$ cat src/rtl/unidad_busqueda_pkg.sv
// Shared definitions for the accumulator CPU fetch path: state encoding,
// branch-class opcode, condition codes and default widths.
package paquete_cpu;

   localparam int ANCHO_PC_DEF    = 10;
   localparam int ANCHO_INSTR_DEF = 16;
   localparam int ANCHO_OP        = 6;

   typedef enum logic [1:0] {
      FETCH = 2'b00,
      EXEC  = 2'b01,
      HALT  = 2'b10
   } estado_t;

   // opcode[5:2] value shared by every branch instruction
   localparam logic [3:0] OP_SALTO = 4'b1111;

   localparam logic [1:0] CC_INCOND = 2'b00;
   localparam logic [1:0] CC_JZ     = 2'b01;
   localparam logic [1:0] CC_JNZ    = 2'b10;
   localparam logic [1:0] CC_HALT   = 2'b11;

endpackage

$ cat src/rtl/unidad_busqueda_contador_programa.sv
// Program counter register with its next-value mux: load a jump target,
// step by one (wrapping at 2^ANCHO_PC) or hold.
module contador_programa
   import paquete_cpu::*;
#(
   parameter int ANCHO_PC = ANCHO_PC_DEF
) (
   input  logic                reloj,
   input  logic                reset,
   input  logic                carga,
   input  logic                incrementa,
   input  logic [ANCHO_PC-1:0] destino,
   output logic [ANCHO_PC-1:0] pc
);

   localparam logic [ANCHO_PC-1:0] UNO = 1;

   logic [ANCHO_PC-1:0] pc_q, pc_d;

   always_comb begin
      pc_d = pc_q;
      if (carga)
         pc_d = destino;
      else if (incrementa)
         pc_d = pc_q + UNO;
   end

   always_ff @(posedge reloj or negedge reset) begin
      if (!reset)
         pc_q <= '0;
      else
         pc_q <= pc_d;
   end

   assign pc = pc_q;

endmodule

$ cat src/rtl/unidad_busqueda.sv
// Instruction fetch/sequencer: fetches words over req/ack, holds them in IR,
// presents the opcode for one EXEC cycle and picks the next PC from s_inc/z.
module unidad_busqueda
   import paquete_cpu::*;
#(
   parameter int ANCHO_PC    = ANCHO_PC_DEF,
   parameter int ANCHO_INSTR = ANCHO_INSTR_DEF
) (
   input  logic                   reloj,
   input  logic                   reset,
   input  logic                   marcha,
   output logic                   mem_req,
   output logic [ANCHO_PC-1:0]    mem_addr,
   input  logic                   mem_ack,
   input  logic [ANCHO_INSTR-1:0] mem_dato,
   output logic [ANCHO_OP-1:0]    opcode,
   output logic                   instr_valida,
   input  logic                   s_inc,
   input  logic                   z,
   output logic [ANCHO_PC-1:0]    pc,
   output logic                   parado
);

   estado_t                estado_q, estado_d;
   logic [ANCHO_INSTR-1:0] ir_q, ir_d;
   logic                   carga, incrementa;
   logic [1:0]             cc;

   assign opcode = ir_q[ANCHO_INSTR-1 -: ANCHO_OP];
   assign cc     = opcode[1:0];

   // The request is gated by reset so it drops the instant reset asserts,
   // not at the next clock edge.
   assign mem_req      = (estado_q == FETCH) && marcha && reset;
   assign mem_addr     = pc;
   assign instr_valida = (estado_q == EXEC);
   assign parado       = (estado_q == HALT);

   always_comb begin
      estado_d   = estado_q;
      ir_d       = ir_q;
      carga      = 1'b0;
      incrementa = 1'b0;
      case (estado_q)
         FETCH: begin
            if (mem_req && mem_ack) begin
               ir_d     = mem_dato;
               estado_d = EXEC;
            end
         end
         EXEC: begin
            estado_d = FETCH;
            if (s_inc) begin
               incrementa = 1'b1;
            end else begin
               case (cc)
                  CC_INCOND: carga = 1'b1;
                  CC_JZ: begin
                     carga      = z;
                     incrementa = !z;
                  end
                  CC_JNZ: begin
                     carga      = !z;
                     incrementa = z;
                  end
                  default: estado_d = HALT;
               endcase
            end
         end
         HALT:    estado_d = HALT;
         default: estado_d = FETCH;
      endcase
   end

   always_ff @(posedge reloj or negedge reset) begin
      if (!reset) begin
         estado_q <= FETCH;
         ir_q     <= '0;
      end else begin
         estado_q <= estado_d;
         ir_q     <= ir_d;
      end
   end

   contador_programa #(
      .ANCHO_PC (ANCHO_PC)
   ) u_contador (
      .reloj      (reloj),
      .reset      (reset),
      .carga      (carga),
      .incrementa (incrementa),
      .destino    (ir_q[ANCHO_PC-1:0]),
      .pc         (pc)
   );

endmodule

$ cat config.mk
export PLATFORM = sky130hd
export DESIGN_NAME = unidad_busqueda
export DESIGN_NICKNAME = d
export VERILOG_FILES = /design/src/rtl/unidad_busqueda_pkg.sv /design/src/rtl/unidad_busqueda_contador_programa.sv /design/src/rtl/unidad_busqueda.sv
export SDC_FILE = /design/constraint.sdc
export NUM_CORES = 1
export LEC_CHECK = 0
export CORE_ASPECT_RATIO = 1.5
export CORE_MARGIN = 2
export CORE_UTILIZATION = 40
export CTS_CLUSTER_DIAMETER = 40
export DETAILED_ROUTE_END_ITERATION = 16
export PLACE_DENSITY = 0.73
export SYNTH_ARGS = -nofsm -noshare
export SYNTH_HDL_FRONTEND = slang
export SYNTH_SLANG_ARGS = --single-unit
export TNS_END_PERCENT = 30
$ cat constraint.sdc
create_clock -name reloj -period 1.86 [get_ports reloj]
set_clock_uncertainty 0.2 [all_clocks]
set_input_delay 0.186 -clock reloj [delete_from_list [all_inputs] [get_ports reloj]]
set_output_delay 0.186 -clock reloj [all_outputs]
set_load 0.02 [all_outputs]
Yosys cells after proc, flatten, opt, wreduce, memory -nomap -nowiden
Cells that the tools add are included.
Operators by class
  add/subtract/negate cells: 1
  equality and inequality tests: 5
  mux-type cells: 12
  reduce and logical (&&, ||, !) cells: 9
Operator list (count)
  10-bit two-way mux: 2
  10-bit by 1-bit adder with 10-bit output (second input constant): 1
  2-bit two-way mux: 3
  2-bit one-hot mux with 3 select lines: 1
  2-bit by 1-bit equality test with 1-bit output (second input constant): 2
  2-bit equality test (second input constant): 2
  2-bit logical NOT: 2
  1-bit two-way mux: 4
  1-bit logical AND: 3
  1-bit one-hot mux with 3 select lines: 1
  3-bit OR reduction: 1
  2-bit by 1-bit inequality test with 1-bit output (second input constant): 1
  1-bit one-hot mux with 2 select lines: 1
  2-bit AND reduction: 1
  2-bit nonzero test: 1
  1-bit logical NOT: 1
Word-level totals
  bits in registers: 28
  input port bits: 22
  output and inout port bits: 29
  word-level logic and storage cells: 30

Longest topological paths before layout
  depth after elaboration: 6
  gate-level depth with buffers: 6
  depth with buffers taken out: 5

By module
A second synthesis with hierarchy kept.
Unflattened totals
  cells, all modules: 125
  area, all modules: 1457.6 µm²
By module, submodules not included
  unidad_busqueda: instances 1, cells an instance 64, area an instance 890.9 µm², seq. area each 450.4 µm²
  contador_programa: instances 1, cells an instance 61, area an instance 566.8 µm², seq. area each 250.2 µm²

Worst setup path after synthesis
Ideal clock, no wire load.
  path type: flip-flop to flip-flop
  from: reg estado_q[0]
  to: reg ir_q[10]
  library setup time: 0.125 ns
  arrival: 1.780 ns
  required time: 1.535 ns
  slack: -0.245 ns
  cell stages (with the launch flop): 5
  buffers on the path: 1
  clock period less this slack: 2.105 ns
  path through: dfrtp_1 nor3_1 nand2_1 buf_2 mux2_2
Between the ends
  longest elaborated chain between the ends: 5
Ends and longest elaborated chain
  from (decl): RTL line unidad_busqueda.sv:24  | estado_t estado_q, estado_d;
  from (signal assigned): RTL line unidad_busqueda.sv:80  | estado_q <= estado_d;
  2-bit logical NOT: RTL line unidad_busqueda.sv:34  | assign mem_req = (estado_q == FETCH) && marcha && reset;
  1-bit logical AND (2 in a row): RTL line unidad_busqueda.sv:34
  via mem_req: RTL line unidad_busqueda.sv:12  | output logic mem_req,
  1-bit logical AND: RTL line unidad_busqueda.sv:46  | if (mem_req && mem_ack) begin
  2-bit AND reduction (no source line)
  to (signal assigned): RTL line unidad_busqueda.sv:81  | ir_q <= ir_d;
  to (decl): RTL line unidad_busqueda.sv:25  | logic [ANCHO_INSTR-1:0] ir_q, ir_d;
The timed path passes the listed nets, and every way through them passes these cells.
A chain may end at the register's enable or synchronous reset.

Final worst setup path
  from: in z
  to: reg u_contador.pc_q[7] (netlist: u_contador.pc[7])
Between the ends
  longest elaborated chain between the ends: 5
  elaborated cells on any way between the ends: 9
  those cells by class: mux (7); reduce/logical (2)
Ends and longest elaborated chain
  from (decl): RTL line unidad_busqueda.sv:19  | input logic z,
  1-bit logical NOT: RTL line unidad_busqueda.sv:60, unidad_busqueda.sv:63
  1-bit one-hot mux with 3 select lines / 1-bit one-hot mux with 2 select lines (equally long branches): RTL line unidad_busqueda.sv:56  | case (cc)
  1-bit two-way mux: RTL line unidad_busqueda.sv:53  | if (s_inc) begin
  1-bit two-way mux: RTL line unidad_busqueda.sv:44  | case (estado_q)
  10-bit two-way mux / 2-bit nonzero test (equally long branches)
  to (signal assigned): RTL line unidad_busqueda_contador_programa.sv:32  | pc_q <= pc_d;
  to (decl): RTL line unidad_busqueda_contador_programa.sv:18  | logic [ANCHO_PC-1:0] pc_q, pc_d;
Parallel ways exist; a longest one is shown, timed or not.

==> flow_metrics.env <==
export IMPL_dr_pass1_iters=4
export IMPL_setup_slack_ns=0.03683
export IMPL_postCtsHoldBufs=0
export IMPL_ys_warn_count=0
export IMPL_drt_vias_per_instance=5.290
export IMPL_fin_nets=213
export IMPL_mostFrequentLayoutCells="clkdlybuf4s50_1 (47), dfrtp_1 (28), buf_4 (18)"
export IMPL_setup_worst_path_start="z"
export IMPL_antenna_left=0
export IMPL_num_rows=26
export IMPL_critical_path_peak_fanout=6
export IMPL_drt_wirelength_per_cell_um=14.56
export IMPL_syn_area_um2=1448
export IMPL_power_density_nw_per_um2=1282
export IMPL_synthToLayoutAreaGrowth_pct=45.81
export IMPL_first_global_vias=1234
export IMPL_end_kind="register"
export IMPL_dieArea_um2=4126
export IMPL_pre_cts_slack_ns=-0.2575
export IMPL_clkLatencyLatePin_ns=0.26
export IMPL_status="complete, no violations"
export IMPL_cp_arrival_ns=1.78
export IMPL_place_area_um2=2012
export IMPL_cts_root_buf="clkbuf_8"
export IMPL_path_clk_slew_ns=0.09
export IMPL_slowest_delay_ns=0.48
export IMPL_setup_tns_ns=0
export IMPL_io_pins=51
export IMPL_utilization_pct=61.21
export IMPL_fin_crit_sh_pct=98.02
export IMPL_finalNonFillerCells=231
export IMPL_cts_tree="built"
export IMPL_cts_sinks=28
export IMPL_die_w_um=53.12
export IMPL_slew_violations=0
export IMPL_max_freq_ghz=0.5485
export IMPL_core_area_um2=3448
export IMPL_post_synth_cell_area_avg_um2=10.72
export IMPL_drc_errors=0
export IMPL_die_y_um=77.68
export IMPL_peakVddDrop_uv=708.3
export IMPL_cp_start_kind="primary input"
export IMPL_cts_max_level=1
export IMPL_r2r_cells=4
export IMPL_crit_path_cell_trace="clkdlybuf4s50_1 > and3b_1 > or3_4 > a21o_1 > a221o_1"
export IMPL_drive_gt1_share_pct=24.34
export IMPL_drt_total_wl_um=3364
export IMPL_fin_crit_ns=1.823
export IMPL_hold_ws_ns=0.1259
export IMPL_yosysUniqueCellTypes=36
export IMPL_dp_cells=225
export IMPL_r2r_end="u_contador.pc[7]"
export IMPL_hold_viol=0
export IMPL_place_congestion=0.8293
export IMPL_final_common_cell="clkdlybuf4s50_1"
export IMPL_worst_r2r_startpoint="ir_q[10]"
export IMPL_place_hpwl_um=2596
export IMPL_grt_max_degree=29
export IMPL_synth_seq_cells=28
export IMPL_p_leak_nw=0.9244
export IMPL_cap_violations=0
export IMPL_seq_area_frac_synth_pct=48.40
export IMPL_relSlewSlack_pct=76.57
export IMPL_synthFlopType="dfrtp_1"
export IMPL_grt_usage_pct=17.53
export IMPL_worstMarginPinSlew_ns=0.3515
export IMPL_async_flop_share_pct=100.0
export IMPL_io_buffers=50
export IMPL_critPathKind="in2reg"
export IMPL_required_ns=1.82
export IMPL_rrSetupSlack_ns=0.05
export IMPL_synth_edff_count=0
export IMPL_grt_antenna_before_repair=0
export IMPL_overflow=0
export IMPL_numCtsBuffers=3
export IMPL_worst_path_max_delay_cell="clkdlybuf4s50_1"
export IMPL_synthCells=135
export IMPL_design_area_um2=2111
export IMPL_first_iter_violations=44
export IMPL_p_total_mw=2.706
export IMPL_cts_max_path_buffers=2
export IMPL_hold_class="in2async"
export IMPL_synth_nets=158
export IMPL_grt_first_pass_wirelength_um=5547
export IMPL_setup_viol=0
export IMPL_start_util_pct=41.98
export IMPL_via_count=1222
export IMPL_n_antenna_cell=0
[synth_stat cells (2+ instances only)]
| cell type | number | area share (%) |
|---|---|---|
| a21o_1 | 2 | 1.0 |
| a21oi_1 | 3 | 1.0 |
| a221o_1 | 3 | 2.1 |
| a22oi_1 | 3 | 1.6 |
| and3_1 | 3 | 1.3 |
| buf_2 | 2 | 0.69 |
| buf_4 | 16 | 8.3 |
| dfrtp_1 | 28 | 48 |
| inv_1 | 8 | 2.1 |
| mux2_2 | 16 | 12 |
| nand2_1 | 8 | 2.1 |
| nand3_1 | 5 | 1.7 |
| nand4_1 | 2 | 0.86 |
| nor2_1 | 5 | 1.3 |
| nor2b_1 | 2 | 0.86 |
| nor3_1 | 4 | 1.4 |
| o21ai_0 | 4 | 1.4 |
| o21bai_1 | 2 | 1.0 |
| or3_1 | 2 | 0.86 |
[worst max path at each step]
stage                             to  slack [ns]  cells past startpoint
detailed placement  u_contador.pc[7]       -0.26                      5
finish              u_contador.pc[7]        0.04                      5
floorplan                   ir_q[10]       0.008                      4
global placement    u_contador.pc[7]       -0.20                      5
global route        u_contador.pc[8]     -0.0001                      6
CTS                 u_contador.pc[9]        0.04                      5
[final cells by class]
cell class                 instances  area, um^2
fill                             299        1338
sequential                        28       700.7
timing repair buffer              69       653.1
multi-input combinational         80       619.3
clock buffer                       4       55.05
tap                               42       52.55
inverter                           8       30.03
[timing repair]
item,in CTS,in global routing
gates cloned,0,0
buffers inserted,0,2
pin swaps,0,1
setup endpoints to repair,5,5
gates resized for setup,4,7
[power breakdown]
group	switching [mW]	internal, mW
combinational	0.621	0.714
clock	0.177	0.189
sequential	0.195	0.811
total	0.992	1.71
[cell families (layout without fill, tap and decap cells)]
| kind of cell | count (synthesis) | after routing | synth area share, % |
|---|---|---|---|
| and+or+nand+nor | 38 | 38 | 14.00 |
| adders and majority gates | 1 | 1 | 0.8642 |
| muxes | 17 | 17 | 13.14 |
| buffers and inverters | 27 | 81 | 11.32 |
| DFF | 28 | 28 | 48.40 |
| AOI/OAI and AO/OA | 24 | 24 | 12.27 |
[routing by layer]
metal  routed length, um  vias to the layer above  track usage, %
li1                    -                      579               -
met1                1297                      592           21.46
met2                1853                       43           30.50
met3                 147                        8           2.115
met4                  65                        0           6.410
met5                   0                        -               0
[critical path: cells and delay by family]
family                 cells  cell delay (ns)
AND/OR/NAND/NOR            2             0.65
buffers and inverters      1             0.48
AO/OA/AOI/OAI              2             0.46
[flip-flops by register name (all words and copies together), names as in the netlist]
name and flops:
ir_q 16, u_contador.pc 10, estado_q 2
Note: power is estimated with default switching activity, not from simulation.
